===== src/rtl/srt_pkg.sv =====
// Shared types for the radix-2 SRT carry-save divider.
// Contents: FSM state enum, quotient-digit encoding, remainder-estimate width.
// Optional feature macro used by the divider files: SRT_STICKY_EN.
package srt_pkg;

    // Top bits of 2*sum + 2*carry examined for digit selection: sign, 2 integer, 1 fraction.
    localparam int unsigned EST_W = 4;

    typedef enum logic [1:0] {
        IDLE = 2'd0,
        ITER = 2'd1,
        FIX  = 2'd2,
        DONE = 2'd3
    } state_t;

    // Quotient digit in {-1, 0, +1}.
    typedef enum logic [1:0] {
        QD_ZERO = 2'b00,
        QD_POS  = 2'b01,
        QD_NEG  = 2'b11
    } qd_t;

endpackage


===== src/rtl/srt2_csa_div_if.sv =====
// Request/response bundle of the SRT divider.
// master: drives start, x, d; receives busy, done, q, err (and sticky).
// slave : the divider side.
// sticky exists only when SRT_STICKY_EN is defined.
interface srt2_csa_div_if #(
    parameter int unsigned WIDTH = 11
);
    logic             start;
    logic [WIDTH-1:0] x;
    logic [WIDTH-1:0] d;
    logic             busy;
    logic             done;
    logic [WIDTH-1:0] q;
    logic             err;
`ifdef SRT_STICKY_EN
    logic             sticky;
`endif

    modport master (
        output start, x, d,
        input  busy, done, q, err
`ifdef SRT_STICKY_EN
        , input sticky
`endif
    );

    modport slave (
        input  start, x, d,
        output busy, done, q, err
`ifdef SRT_STICKY_EN
        , output sticky
`endif
    );
endinterface


===== src/rtl/csa_n.sv =====
// Generic N-bit carry-save row (3:2 compressor per bit).
// Ports: a, b, c operands; cin injected at Carry[0]; Sum and Carry outputs.
// Carry is already shifted up by one; the carry out of bit N-1 is dropped.
module csa_n #(
    parameter int unsigned N = 14
) (
    input  logic [N-1:0] a,
    input  logic [N-1:0] b,
    input  logic [N-1:0] c,
    input  logic         cin,
    output logic [N-1:0] Sum,
    output logic [N-1:0] Carry
);
    assign Sum   = a ^ b ^ c;
    assign Carry = {(a[N-2:0] & b[N-2:0]) | (a[N-2:0] & c[N-2:0]) | (b[N-2:0] & c[N-2:0]), cin};
endmodule


===== src/rtl/srt2_csa_div.sv =====
// Iterative radix-2 SRT fractional divider, q = floor(x*2^WIDTH/d).
// Partial remainder kept in carry-save form, quotient built by on-the-fly
// conversion, final sign correction through one carry-propagate add.
// Ports: clk, reset (synchronous, active-high), io (slave modport:
//        start/x/d in, busy/done/q/err out, sticky out with SRT_STICKY_EN).
// Macro SRT_STICKY_EN: adds sticky = (final remainder != 0).
module srt2_csa_div
    import srt_pkg::*;
#(
    parameter int unsigned WIDTH = 11
) (
    input  logic                 clk,
    input  logic                 reset,
    srt2_csa_div_if.slave        io
);
    localparam int unsigned RW = WIDTH + 3;
    localparam int unsigned CW = $clog2(WIDTH);

    state_t            state_q, state_d;
    logic [RW-1:0]     sum_q, sum_d, carry_q, carry_d;
    logic [WIDTH-1:0]  d_q, d_d, qa_q, qa_d, qm_q, qm_d, q_q, q_d;
    logic [CW-1:0]     cnt_q, cnt_d;
    logic              busy_q, busy_d, done_q, done_d, err_q, err_d;
`ifdef SRT_STICKY_EN
    logic              sticky_q, sticky_d;
`endif

    logic [EST_W-1:0]  y;
    qd_t               qd;
    logic [RW-1:0]     d_ext, csa_c, csa_sum, csa_carry;
    logic              w_neg;

    // Remainder estimate from the truncated top bits of 2*sum and 2*carry.
    assign y     = sum_q[RW-2 -: EST_W] + carry_q[RW-2 -: EST_W];
    assign d_ext = RW'(d_q);

    // Digit selection: y >= 0 -> +1, y = -1/2 -> 0, y <= -1 -> -1.
    always_comb begin
        if (!y[EST_W-1])     qd = QD_POS;
        else if (&y)         qd = QD_ZERO;
        else                 qd = QD_NEG;
    end

    // -qd*d term; the +1 of the two's complement goes in through cin.
    always_comb begin
        csa_c = '0;
        unique case (qd)
            QD_POS:  csa_c = ~d_ext;
            QD_NEG:  csa_c = d_ext;
            default: csa_c = '0;
        endcase
    end

    csa_n #(.N(RW)) u_csa (
        .a     ({sum_q[RW-2:0], 1'b0}),
        .b     ({carry_q[RW-2:0], 1'b0}),
        .c     (csa_c),
        .cin   (qd == QD_POS),
        .Sum   (csa_sum),
        .Carry (csa_carry)
    );

    // Final CPA; only its sign is needed unless the sticky bit is built.
`ifdef SRT_STICKY_EN
    logic [RW-1:0] w, rem;
    assign w     = sum_q + carry_q;
    assign w_neg = w[RW-1];
    assign rem   = w_neg ? w + d_ext : w;
`else
    assign w_neg = 1'((sum_q + carry_q) >> (RW-1));
`endif

    // Next-state and datapath updates.
    always_comb begin
        state_d = state_q;
        sum_d   = sum_q;
        carry_d = carry_q;
        d_d     = d_q;
        qa_d    = qa_q;
        qm_d    = qm_q;
        cnt_d   = cnt_q;
        q_d     = q_q;
        err_d   = err_q;
        busy_d  = busy_q;
        done_d  = 1'b0;
`ifdef SRT_STICKY_EN
        sticky_d = sticky_q;
`endif
        unique case (state_q)
            IDLE: begin
                if (io.start) begin
                    d_d     = io.d;
                    sum_d   = RW'(io.x);
                    carry_d = '0;
                    qa_d    = '0;
                    qm_d    = '0;
                    cnt_d   = '0;
`ifdef SRT_STICKY_EN
                    sticky_d = 1'b0;
`endif
                    if (!io.d[WIDTH-1] || io.x >= io.d) begin
                        err_d   = 1'b1;
                        q_d     = '1;
                        done_d  = 1'b1;
                        state_d = DONE;
                    end else begin
                        err_d   = 1'b0;
                        busy_d  = 1'b1;
                        state_d = ITER;
                    end
                end
            end
            ITER: begin
                sum_d   = csa_sum;
                carry_d = csa_carry;
                cnt_d   = cnt_q + CW'(1);
                // On-the-fly conversion keeps Q and QM = Q - 1.
                unique case (qd)
                    QD_POS: begin
                        qa_d = {qa_q[WIDTH-2:0], 1'b1};
                        qm_d = {qa_q[WIDTH-2:0], 1'b0};
                    end
                    QD_NEG: begin
                        qa_d = {qm_q[WIDTH-2:0], 1'b1};
                        qm_d = {qm_q[WIDTH-2:0], 1'b0};
                    end
                    default: begin
                        qa_d = {qa_q[WIDTH-2:0], 1'b0};
                        qm_d = {qm_q[WIDTH-2:0], 1'b1};
                    end
                endcase
                if (cnt_q == CW'(WIDTH-1)) state_d = FIX;
            end
            FIX: begin
                q_d     = w_neg ? qm_q : qa_q;
`ifdef SRT_STICKY_EN
                sticky_d = |rem;
`endif
                busy_d  = 1'b0;
                done_d  = 1'b1;
                state_d = DONE;
            end
            DONE:    state_d = IDLE;
            default: state_d = IDLE;
        endcase
    end

    // State and output registers.
    always_ff @(posedge clk) begin
        if (reset) begin
            state_q <= IDLE;
            sum_q   <= '0;
            carry_q <= '0;
            d_q     <= '0;
            qa_q    <= '0;
            qm_q    <= '0;
            cnt_q   <= '0;
            q_q     <= '0;
            err_q   <= 1'b0;
            busy_q  <= 1'b0;
            done_q  <= 1'b0;
`ifdef SRT_STICKY_EN
            sticky_q <= 1'b0;
`endif
        end else begin
            state_q <= state_d;
            sum_q   <= sum_d;
            carry_q <= carry_d;
            d_q     <= d_d;
            qa_q    <= qa_d;
            qm_q    <= qm_d;
            cnt_q   <= cnt_d;
            q_q     <= q_d;
            err_q   <= err_d;
            busy_q  <= busy_d;
            done_q  <= done_d;
`ifdef SRT_STICKY_EN
            sticky_q <= sticky_d;
`endif
        end
    end

    assign io.busy = busy_q;
    assign io.done = done_q;
    assign io.q    = q_q;
    assign io.err  = err_q;
`ifdef SRT_STICKY_EN
    assign io.sticky = sticky_q;
`endif
endmodule


===== src/flat_wrapper.sv =====
// flat-port wrapper written by rule: the top's interface ports become plain ports
module srt2_csa_div_flat import srt_pkg::*;
#(
    parameter int unsigned WIDTH = 11
)
  (clk, reset, io_start, io_x, io_d, io_busy, io_done, io_q, io_err);
  srt2_csa_div_if #(.WIDTH(WIDTH)) io_i ();
  input  logic clk;
  input  logic reset;
  input wire logic [$bits(io_i.start)-1:0] io_start;
  input wire logic [$bits(io_i.x)-1:0] io_x;
  input wire logic [$bits(io_i.d)-1:0] io_d;
  output wire logic [$bits(io_i.busy)-1:0] io_busy;
  output wire logic [$bits(io_i.done)-1:0] io_done;
  output wire logic [$bits(io_i.q)-1:0] io_q;
  output wire logic [$bits(io_i.err)-1:0] io_err;
  assign io_i.start = io_start;
  assign io_i.x = io_x;
  assign io_i.d = io_d;
  assign io_busy = io_i.busy;
  assign io_done = io_i.done;
  assign io_q = io_i.q;
  assign io_err = io_i.err;
  srt2_csa_div #(.WIDTH(WIDTH)) u_core (.clk(clk), .reset(reset), .io(io_i));
endmodule

===== config.mk =====
export PLATFORM = sky130hd
export DESIGN_NAME = srt2_csa_div_flat
export DESIGN_NICKNAME = d
export VERILOG_FILES = /design/src/rtl/srt_pkg.sv /design/src/rtl/srt2_csa_div_if.sv /design/src/rtl/csa_n.sv /design/src/rtl/srt2_csa_div.sv /design/src/flat_wrapper.sv
export SDC_FILE = /design/constraint.sdc
export NUM_CORES = 1
export LEC_CHECK = 0
export CORE_AREA = 10 10 137 139
export DETAILED_ROUTE_END_ITERATION = 6
export DIE_AREA = 0 0 147 149
export SYNTH_ARGS = -nofsm -noshare
export SYNTH_HDL_FRONTEND = slang
export SYNTH_HIERARCHICAL = 1
export SYNTH_SLANG_ARGS = --single-unit

===== constraint.sdc =====
create_clock -name clk -period 3.6 [get_ports clk]
set_input_delay 0.9 -clock clk [delete_from_list [all_inputs] [get_ports clk]]
set_output_delay 0.9 -clock clk [all_outputs]
set_load 0.01 [all_outputs]

Word level (Yosys, flattened, before mapping):

Index checks and enable logic that the tools add are counted.

* register bits: 81
* latch bits: 0
* memory bits (writable): 0
* memory bits (read-only): 0
* input bits: 25
* output and inout bits: 14
* memories kept: 0

* add/subtract/negate cells: 3
* multipliers: 0
* divide/modulo/power cells: 0
* order comparisons: 1
* equality and inequality tests: 10
* shift-type cells: 0
* multiplexer cells: 28
* bitwise logic cells: 8
* reduce and logical (&&, ||, !) cells: 11

Operators with widths (count)
* 11-bit case mux with 2 select lines: 5
* 14-bit case mux with 2 select lines: 3
* 11-bit two-way mux: 4
* 13-bit bitwise AND: 3
* 14-bit two-way mux: 2
* 14-bit XOR: 2
* 13-bit OR: 2
* 14-bit adder: 1
* 11-bit NOT with 14-bit output: 1
* 11-bit greater-or-equal comparator: 1
* 2-bit two-way mux: 5
* 2-bit case mux with 4 select lines: 1
* 4-bit case mux with 2 select lines: 1
* 2-bit == test (second input constant): 3
* 2-bit AND reduction: 3
* 3-bit AND reduction: 2
* 4-bit by 1-bit adder with 4-bit output (second input constant): 1
* 4-bit adder: 1
* 2-bit by 1-bit == test with 1-bit output (second input constant): 2
* 4-bit == test (second input constant): 1
* 1-bit two-way mux: 4
* 4-bit two-way mux: 1
* 2-bit by 1-bit inequality test with 1-bit output (second input constant): 2
* 2-bit inequality test (second input constant): 2
* 6 further kinds: 8

Depth between registers and ports, before layout:

* depth after elaboration: 10
* mapped depth: 11

Modules after synthesis:

Netlist, hierarchy kept.

By module, submodules not included
* srt2_csa_div: times used 1, cells an instance 504, area an instance 4448.0 um^2
* csa_n: times used 1, cells an instance 15, area an instance 291.5 um^2

Worst setup path after synthesis:

Ideal clock, no wire load.

* path type: flip-flop to flip-flop
* start point: reg u_core.sum_q[10]
* end point: reg u_core.sum_q[10]
* arrival time: 2572 ps
* data required time: 3514 ps
* setup slack: 943 ps
* stages on the path, launching flop included: 12
* path buffers: 2
* clock period less this slack: 2657 ps
* cells stage by stage: dfxtp_1 > ha_1 > a21o_1 > a21oi_4 > xor2_4 > buf_8 > nand2b_1 > buf_2 > a21oi_1 > fa_1 > mux2i_1 > a211oi_1

* word-level cells in the longest chain between the ends: 8
* elaborated cells on any way between the ends: 9

Ends and longest elaborated chain
* from (decl): RTL line srt2_csa_div.sv:20 `logic [RW-1:0] sum_q, sum_d, carry_q, carry_d;`
* from (signal assigned): RTL line srt2_csa_div.sv:167 `sum_q <= sum_d;`
* 4-bit adder *: RTL line srt2_csa_div.sv:34 `assign y = sum_q[RW-2 -: EST_W] + carry_q[RW-2 -: EST_W];`
* 4-bit AND reduction: RTL line srt2_csa_div.sv:40 `else if (&y) qd = QD_ZERO;`
* 2-bit two-way mux: RTL line srt2_csa_div.sv:40
* 2-bit two-way mux *: RTL line srt2_csa_div.sv:39 `if (!y[EST_W-1]) qd = QD_POS;`
* 2-bit == test / 2-bit by 1-bit == test with 1-bit output (equally long branches): RTL line srt2_csa_div.sv:47 `unique case (qd)`
* 14-bit case mux with 2 select lines *: RTL line srt2_csa_div.sv:47
* net u_core.csa_c[10]: RTL line srt2_csa_div.sv:30 `logic [RW-1:0] d_ext, csa_c, csa_sum, csa_carry;`
* 14-bit XOR *: RTL line csa_n.sv:14 `assign Sum = a ^ b ^ c;`
* net u_core.csa_sum[10]: RTL line srt2_csa_div.sv:30
* 14-bit case mux with 2 select lines *: RTL line srt2_csa_div.sv:89 `unique case (state_q)`

Mark *: on every way through the listed nets, which the timed path passes. The rest lies on a longest branch.
A chain may end at the register's enable or synchronous reset.

Worst setup path in the final report:

* start point: in io_x[0]
* end point: reg u_core.q_q[9], in the netlist u_core/io.q[9]

* word-level cells in the longest chain between the ends: 4

Ends and longest elaborated chain
* from (decl): RTL line flat_wrapper.sv:11 `input wire logic [$bits(io_i.x)-1:0] io_x;`
* 11-bit greater-or-equal comparator: RTL line srt2_csa_div.sv:101 `if (!io.d[WIDTH-1] || io.x >= io.d) begin`
* 1-bit logical OR: RTL line srt2_csa_div.sv:101
* 2-bit by 1-bit inequality test with 1-bit output (no source line)
* 3-bit AND reduction (no source line)
* to (signal assigned): RTL line srt2_csa_div.sv:173 `q_q <= q_d;`
* to (decl): RTL line srt2_csa_div.sv:21 `logic [WIDTH-1:0] d_q, d_d, qa_q, qa_d, qm_q, qm_d, q_q, q_d;`

No other way between the ends.

==> run_results.csv <==
group,metric,value,unit
run_status,status,"completed",
setup_path,crit_path_end_kind,"flop",
cts,cts_root_buffer,"clkbuf_16",
cts,cts.htree.levels,3,
sta,setup_viol,0,
setup_path,slowest_delay,0.49,ns
cts,cts_made_buffers,9,
sta,finalCritPeriodShare,86.0,%
drt,drcViolationCount,0,
cts,cts_tree,"done",
synthesis,ys.warnings.count,6,
setup_path,worstPathMaxFanout,22,
floorplan,dieWidth,147,um
drt,wirelength,12200,um
drt,dr.pass1.iters,4,
global_routing,grt_max_degree,39,
sta,layout_min_cycle_time,3.10,ns
global_routing,grt_overflow,0,
floorplan,initial_core_util,29.3,%
synthesis,syn_inst,519,
sta,fin_setup_tns,0,ns
final_layout,antennaDiodeCount,0,
setup_path,slowest_stage,"clkdlybuf4s50_1",
final_layout,fill_cells,1603,
floorplan,num_rows,47,
synthesis,synth_area_per_cell,9.13,um2
synthesis,synth_most_common_cell,"dfxtp_1",
setup_path,cp.buffers_inverters,2,
synthesis,netlist.area_leader.share,34.2,%
drt,wl_per_cell,15.9,um
floorplan,die_height,149,um
setup_path,reg2reg_depth,7,
setup_path,rr_startpoint,"u_core/sum_q[12]",
final_layout,seq_area,1620,um2
setup_path,r2r_setup_slack,0.72,ns
drt,vias,3891,
pwr,finalPower,0.00396,W
min_path,worstHoldPathType,"reg2reg",
setup_path,crit_type,"in2reg",
cts,clock-sinks,81,
synthesis,post-synth-top-area-cell,"dfxtp_1",
setup_path,r2r-end,"u_core/io.q[9]",
synthesis,syn_area,4740,um2
final_layout,syn2layout_area_growth,17.9,%
global_routing,antenna_found_initial,1,
pwr,p_per_area,709,nW/um2
pwr,irDropWorstVdd,0.319,mV
synthesis,synthTopCellsByArea,"dfxtp_1, ha_1, fa_1, nor2_1, nand2_1",
drt,postRouteAntennaNets,0,
synthesis,ys_seq_elements,81,
placed_design,place_hpwl,8780,um
setup_path,critical_path.cell_chain,"clkdlybuf4s50_1 > inv_1 > ha_1 > nand2b_4 > a211o_1 > a211oi_2 > o221a_4 > nor4_1 > nor4_2",
cts,insertion_delay,0.34,ns
placed_design,portBuffers,38,
sta,worstMarginPinSlew,1.35,ns
min_path,hold_path_depth,2,
synthesis,ys.flop_type,"dfxtp_1",
sta,maxSlewViolCount,0,
min_path,min_to,"u_core/io.err",
drt,avgViaCountPerCell,5.08,
setup_path,required,3.85,ns
global_routing,grt_pass1_wl,20200,um
sta,max_slew_margin,9.34,%
sta,hold_violations,0,
run,max_cap_violations,0,
floorplan,coreArea,16200,um2
setup_path,critPathLaunch,"io_x[0]",
global_routing,first_global_vias,3979,
sta,clock.fmax,323,MHz
placed_design,gp_congestion,0.822,
setup_path,crit_family,"compound AO/OA/AOI/OAI gates",
global_routing,grt_usage,11.2,%
synthesis,synth-edff-count,0,
cts,ctsResizeCount,0,
floorplan,io-pin-count,39,
final_layout,multi_input_area,2840,um2
setup_path,critPathLaunchType,"primary input",
floorplan,dieArea,21900,um2
cts,cts_buffer_depth,2,
setup_path,critical_path_arrival,3.35,ns
synthesis,synth-seq-area-share,34.2,%
min_path,min_from,"u_core/io.err",
final_layout,nets,608,
cts,path_clk_slew,0.06,ns
sta,rsz0062_at_grt,"false",
cts,cts_setup_buffers,0,
final_layout,drive_above_1_share,11.7,%
synthesis,synthTopCellsByCount,"dfxtp_1, nor2_1, nand2_1",
sta,finalClockSkew,0.00395,ns
pwr,power_leakage,2.09,nW
cts,hold_buffers,0,
synthesis,synthArstFlopShare,0,%
drt,drt-initial-drc-count,246,
synthesis,synth_cell_types,55,
==> where the power goes <==
part           leakage (nW)  switching, W  total, W  internal (W)
sequential            0.661      0.000173   0.00126       0.00108
clock                 0.162      0.000356  0.000988      0.000632
combinational          1.27       0.00103   0.00172      0.000686
==> sequential cells by signal (all words and copies together), names as in the netlist <==
name	flops
u_core/qa_q	11
u_core/io.err	1
u_core/io.q	11
u_core/io.done	1
u_core/qm_q	11
u_core/state_q	2
u_core/cnt_q	4
u_core/carry_q	14
u_core/io.busy	1
u_core/d_q	11
u_core/sum_q	14
==> worst max-delay path by stage <==
stage | to | cells after the start
finish | u_core/io.q[9] | 9
global route | u_core/io.q[6] | 9
CTS | u_core/io.q[9] | 9
detailed placement | u_core/io.q[9] | 9
global placement | u_core/io.q[3] | 9
floorplan | u_core/sum_q[10] | 11
==> worst register-to-register path, delay by kind of cell, from the launching register on <==
family | cells | cell delay [ns]
DFF | 1 | 0.33
adders and majority gates | 1 | 0.43
AOI/OAI and AO/OA | 3 | 0.53
and+or+nand+nor | 3 | 1.50
==> cell families after synthesis <==
logic type | count (synthesis) | share of synthesized area (%)
AOI/OAI and AO/OA | 139 | 21.8
xor gates and xnor gates | 6 | 1.82
adders and majority gates | 42 | 13.3
buffers and inverters | 57 | 6.02
DFF | 81 | 34.2
muxes | 22 | 4.88
other | 1 | 0.0791
and+or+nand+nor | 171 | 17.9
==> final cells by class <==
type                            instances  area share [%]
Multi-Input combinational cell        382            50.9
Timing Repair Buffer                   47            7.93
Clock inverter                          1           0.538
Clock buffer                           15            5.33
Tap cell                              220            4.93
Sequential cell                        81            29.0
Inverter                               20            1.34
==> placed cells by master, fill, tap and decap left out, types with 3 or more instances in the layout <==
cell and count:
a211oi_1 25, a211oi_2 12, a21o_1 4, a21oi_1 37, a221oi_1 7, a22oi_1 20, a2bb2oi_1 4, a311oi_1 5
and2_1 5, buf_4 9, clkbuf_16 9, clkbuf_8 5, clkdlybuf4s50_1 37, dfxtp_1 81, fa_1 14, ha_1 28
inv_1 20, mux2_1 5, mux2i_1 16, nand2_1 56, nand3_1 4, nand4_1 4, nor2_1 62, nor3_1 3
nor4_1 11, nor4_2 11, o211ai_1 3, o21ai_0 9, o21ai_1 4
==> layer usage <==
layer / GRT usage (%) / up-vias / part of all wire (%)
met5: 0 / - / 0.090
li1: - / 1908 / -
met2: 18.8 / 80 / 48
met1: 13.8 / 1883 / 46
met4: 5.00 / 2 / 2.1
met3: 2.09 / 18 / 3.1
==> per-stage QoR <==
step | hold slack [ns] | std cells | worst slack (ns) | utilization, % | area [um2]
global route | 0.494 | 766 | 0.360 | 34.5 | 5590
global placement | 0.449 | 750 | 0.240 | 32.5 | 5260
finish | 0.467 | 766 | 0.502 | 34.5 | 5590
detailed placement | 0.459 | 750 | 0.159 | 32.5 | 5260
CTS | 0.467 | 766 | 0.516 | 34.5 | 5590
floorplan | 0.447 | 520 | 0.943 | - | 4740
Note: power is estimated with default switching activity, not from simulation.
==> RTL edit 1, RTL diff (same flow settings) <==
Take the reset off `sum_q`, `d_q`, `qa_q`, `qm_q` and `q_q` and load them in a clocked block of their own.
--- a/src/rtl/srt2_csa_div.sv
+++ b/src/rtl/srt2_csa_div.sv
@@ -150,11 +150,6 @@
         if (reset) begin
             state_q <= IDLE;
-            sum_q   <= '0;
             carry_q <= '0;
-            d_q     <= '0;
-            qa_q    <= '0;
-            qm_q    <= '0;
             cnt_q   <= '0;
-            q_q     <= '0;
             err_q   <= 1'b0;
             busy_q  <= 1'b0;
@@ -165,11 +160,6 @@
         end else begin
             state_q <= state_d;
-            sum_q   <= sum_d;
             carry_q <= carry_d;
-            d_q     <= d_d;
-            qa_q    <= qa_d;
-            qm_q    <= qm_d;
             cnt_q   <= cnt_d;
-            q_q     <= q_d;
             err_q   <= err_d;
             busy_q  <= busy_d;
@@ -179,4 +169,12 @@
 `endif
         end
+    end
+
+    always_ff @(posedge clk) begin
+        sum_q <= sum_d;
+        d_q   <= d_d;
+        qa_q  <= qa_d;
+        qm_q  <= qm_d;
+        q_q   <= q_d;
     end
 
Behaviour: not the same (Yosys sat finds a counterexample within 4 cycles, from zero or initial values and one cycle with reset high).
==> RTL edit 1 against the unedited design <==
Non-clock buffer count increased by 4. Largest cell class is now registers. Final area decreased by 1.2%. Total power increased by 22%. Wire length decreased by 17%. Synthesized area decreased by 3.4%. Via count decreased by 15%. Setup slack improved by 29 ps. Sequential cell count unchanged. Register-to-register slack got worse by 170 ps. Combinational power increased by 24%. Clock skew increased by 8.4 ps. Critical endpoint is now u_core/io.q[1]. Die area unchanged.
==> RTL edit 1: results (changes against the unedited design) <==
synth unique cells: 48 (-13%)
Synth Area in XOR/XNOR: 1.45% (-0.37 points)
Rel. slew slack: 41.2% (+32 points)
drt initial violations: 236 (-4.1%)
design internal power: 2960 uW (+23%)
Final nets: 536 (-12%)
post-synthesis sequential area ratio: 48.1% (+14 points)
RR Endpoint: u_core/sum_q[6]
antenna violations before repair: 0 (-1)
HPWL Detailed: 7120 um (-19%)
Leak: 0.00210 uW (+0.20%)
Worst R2R Path Depth: 9 (+2)
Mapped Cells: 430 (-17%)
Setup Slack @ Placement: 188 ps (+28.7 ps)
Post-synth EDFFs: 58 (+58)
reg2reg start: u_core/sum_q[10]
Placer Congestion: 0.800 (-2.7%)
1st-pass router iterations: 5 (+1)
via count: 3294 (-15%)
post-synthesis adder-cell area fraction: 13.8% (+0.46 points)
Placement Cell Area: 0.00522 mm2 (-0.81%)
vias in the first global route: 3488 (-12%)
largest net degree at the start of global routing: 42 (+7.7%)
outcome: completed
WHS: 539 ps (+72.6 ps)
combinational power: 2140 uW (+24%)
## RTL edit 1: per-layer routing
layer / GRT usage, % / wire length, um
met4: 2.53 / 40
met1: 11.2 / 4530
met5: 0 / 0
met3: 3.58 / 523
met2: 16.5 / 5020
## RTL edit 1: final cells by class
type / count / area [um2]
Clock inverter: 3 / 21.3
Clock buffer: 13 / 283
Multi-Input combinational cell: 305 / 2180
Tap cell: 220 / 275
Timing Repair Buffer: 51 / 478
Sequential cell: 81 / 2200
Fill cell: 1614 / 10700
Inverter: 21 / 78.8
## RTL edit 1: worst max-delay path by stage
stage,startpoint,endpoint,slack [ps],cells past startpoint
2_1_floorplan,io_d[4],u_core/io.q[0],700,8
3_3_place_gp,io_d[4],u_core/io.q[2],270,10
3_5_place_dp,io_d[4],u_core/io.q[2],190,10
4_1_cts,u_core/sum_q[10],u_core/sum_q[6],510,9
5_1_grt,io_d[4],u_core/io.q[2],380,10
6_report,io_d[4],u_core/io.q[1],530,10
==> RTL edit 2, RTL diff (same flow settings) <==
Made on the original files. `WIDTH` is set to 11 in 3 places; all go to 9.
--- a/src/rtl/srt2_csa_div_if.sv
+++ b/src/rtl/srt2_csa_div_if.sv
@@ -4,5 +4,5 @@
 // sticky exists only when SRT_STICKY_EN is defined.
 interface srt2_csa_div_if #(
-    parameter int unsigned WIDTH = 11
+    parameter int unsigned WIDTH = 9
 );
     logic             start;
--- a/src/rtl/srt2_csa_div.sv
+++ b/src/rtl/srt2_csa_div.sv
@@ -8,5 +8,5 @@
     import srt_pkg::*;
 #(
-    parameter int unsigned WIDTH = 11
+    parameter int unsigned WIDTH = 9
 ) (
     input  logic                 clk,
--- a/src/flat_wrapper.sv
+++ b/src/flat_wrapper.sv
@@ -2,5 +2,5 @@
 module srt2_csa_div_flat import srt_pkg::*;
 #(
-    parameter int unsigned WIDTH = 11
+    parameter int unsigned WIDTH = 9
 )
   (clk, reset, io_start, io_x, io_d, io_busy, io_done, io_q, io_err);
Ports: changed (resized io_d, io_q and io_x); port bits go from 39 to 33. The function was not compared with the original's and may differ.
==> RTL edit 2 against the unedited design <==
Final area decreased by 17%. Clock power decreased by 12%. Register-to-register slack lost 80 ps. Critical path type unchanged. Cell count fell by 10%. Total power fell by 18%. Setup slack improved by 18 ps. Sequential share of layout area rose by 0.83 points. Sequential cell count decreased by 12. Highest routed layer is now met4. Wire length fell by 22%. Synthesized area is 20% lower. Combinational power decreased by 23%.
==> RTL edit 2: results (changes against the unedited design) <==
outcome: completed
Worst R2R Path Depth: 10 (+3)
beginning of the critical path: io_d[8]
design internal power: 2020 uW (-16%)
Multi-input gate area: 0.00221 mm2 (-22%)
synth top area cells: dfxtp_1 36%, ha_1 7.9%, fa_1 6.3%
vias in the first global route: 3206 (-19%)
Final Cell Area: 0.00463 mm2 (-17%)
antenna violations before repair: 0 (-1)
fillcell total: 1689 (+5.4%)
Setup Slack @ Placement: 190 ps (+30.7 ps)
Post-Place Cells: 671 (-11%)
Top Registers: u_core/carry_q (12), u_core/sum_q (12)
Leak: 0.00177 uW (-16%)
Yosys reg bits: 69 (-15%)
Hold EP: u_core/d_q[5]
Layout non-clock buf frac: 8.44% (+0.51 points)
Placer Congestion: 0.787 (-4.3%)
GRT met2 Usage: 14.7% (-4.2 points)
Min-Delay Startpoint: u_core/d_q[5]
worst reg-to-reg setup slack: 640 ps (-80 ps)
ClkCell Share: 6.35% (+0.49 points)
metal2 WL: 4640 um (-21%)
Port Buffers: 32 (-16%)
fraction of area in registers: 29.9% (+0.83 points)
clk_buf instances: 12 (-3)
HPWL Detailed: 7090 um (-19%)
1st-pass router iterations: 6 (+2)
clock share of power: 26.8% (+1.9 points)
Crit path largest cell delay: 590 ps (+100 ps)
synthesized area per cell: 8.76 um2 (-4.1%)
==> RTL edit 2: cell count changes in the layout (fill, tap and decap cells not counted), sizes merged, moves of 4 or more <==
cell,delta
a211oi,-24
nor4,-22
nand2,-19
nand3,+13
dfxtp,-12
o21ai,+11
a21oi,-9
a221oi,-7
a22oi,+6
clkdlybuf4s50,-6
a2bb2oi,-4
ha,-4
==> RTL edit 2: logic make-up after synthesis <==
logic type	after synthesis	share of synthesized area [%]
AOI/OAI and AO/OA	114	19.4
xor gates and xnor gates	5	1.74
adders and majority gates	36	14.2
buffers and inverters	46	5.69
DFF	69	36.3
muxes	24	6.78
other	1	0.0987
and+or+nand+nor	139	15.8
==> RTL edit 2: tightest hold or removal path, stage by stage (launching register included) <==
cell     delay, ps
dfxtp_1        320
nand2_1         50
a21oi_1         50
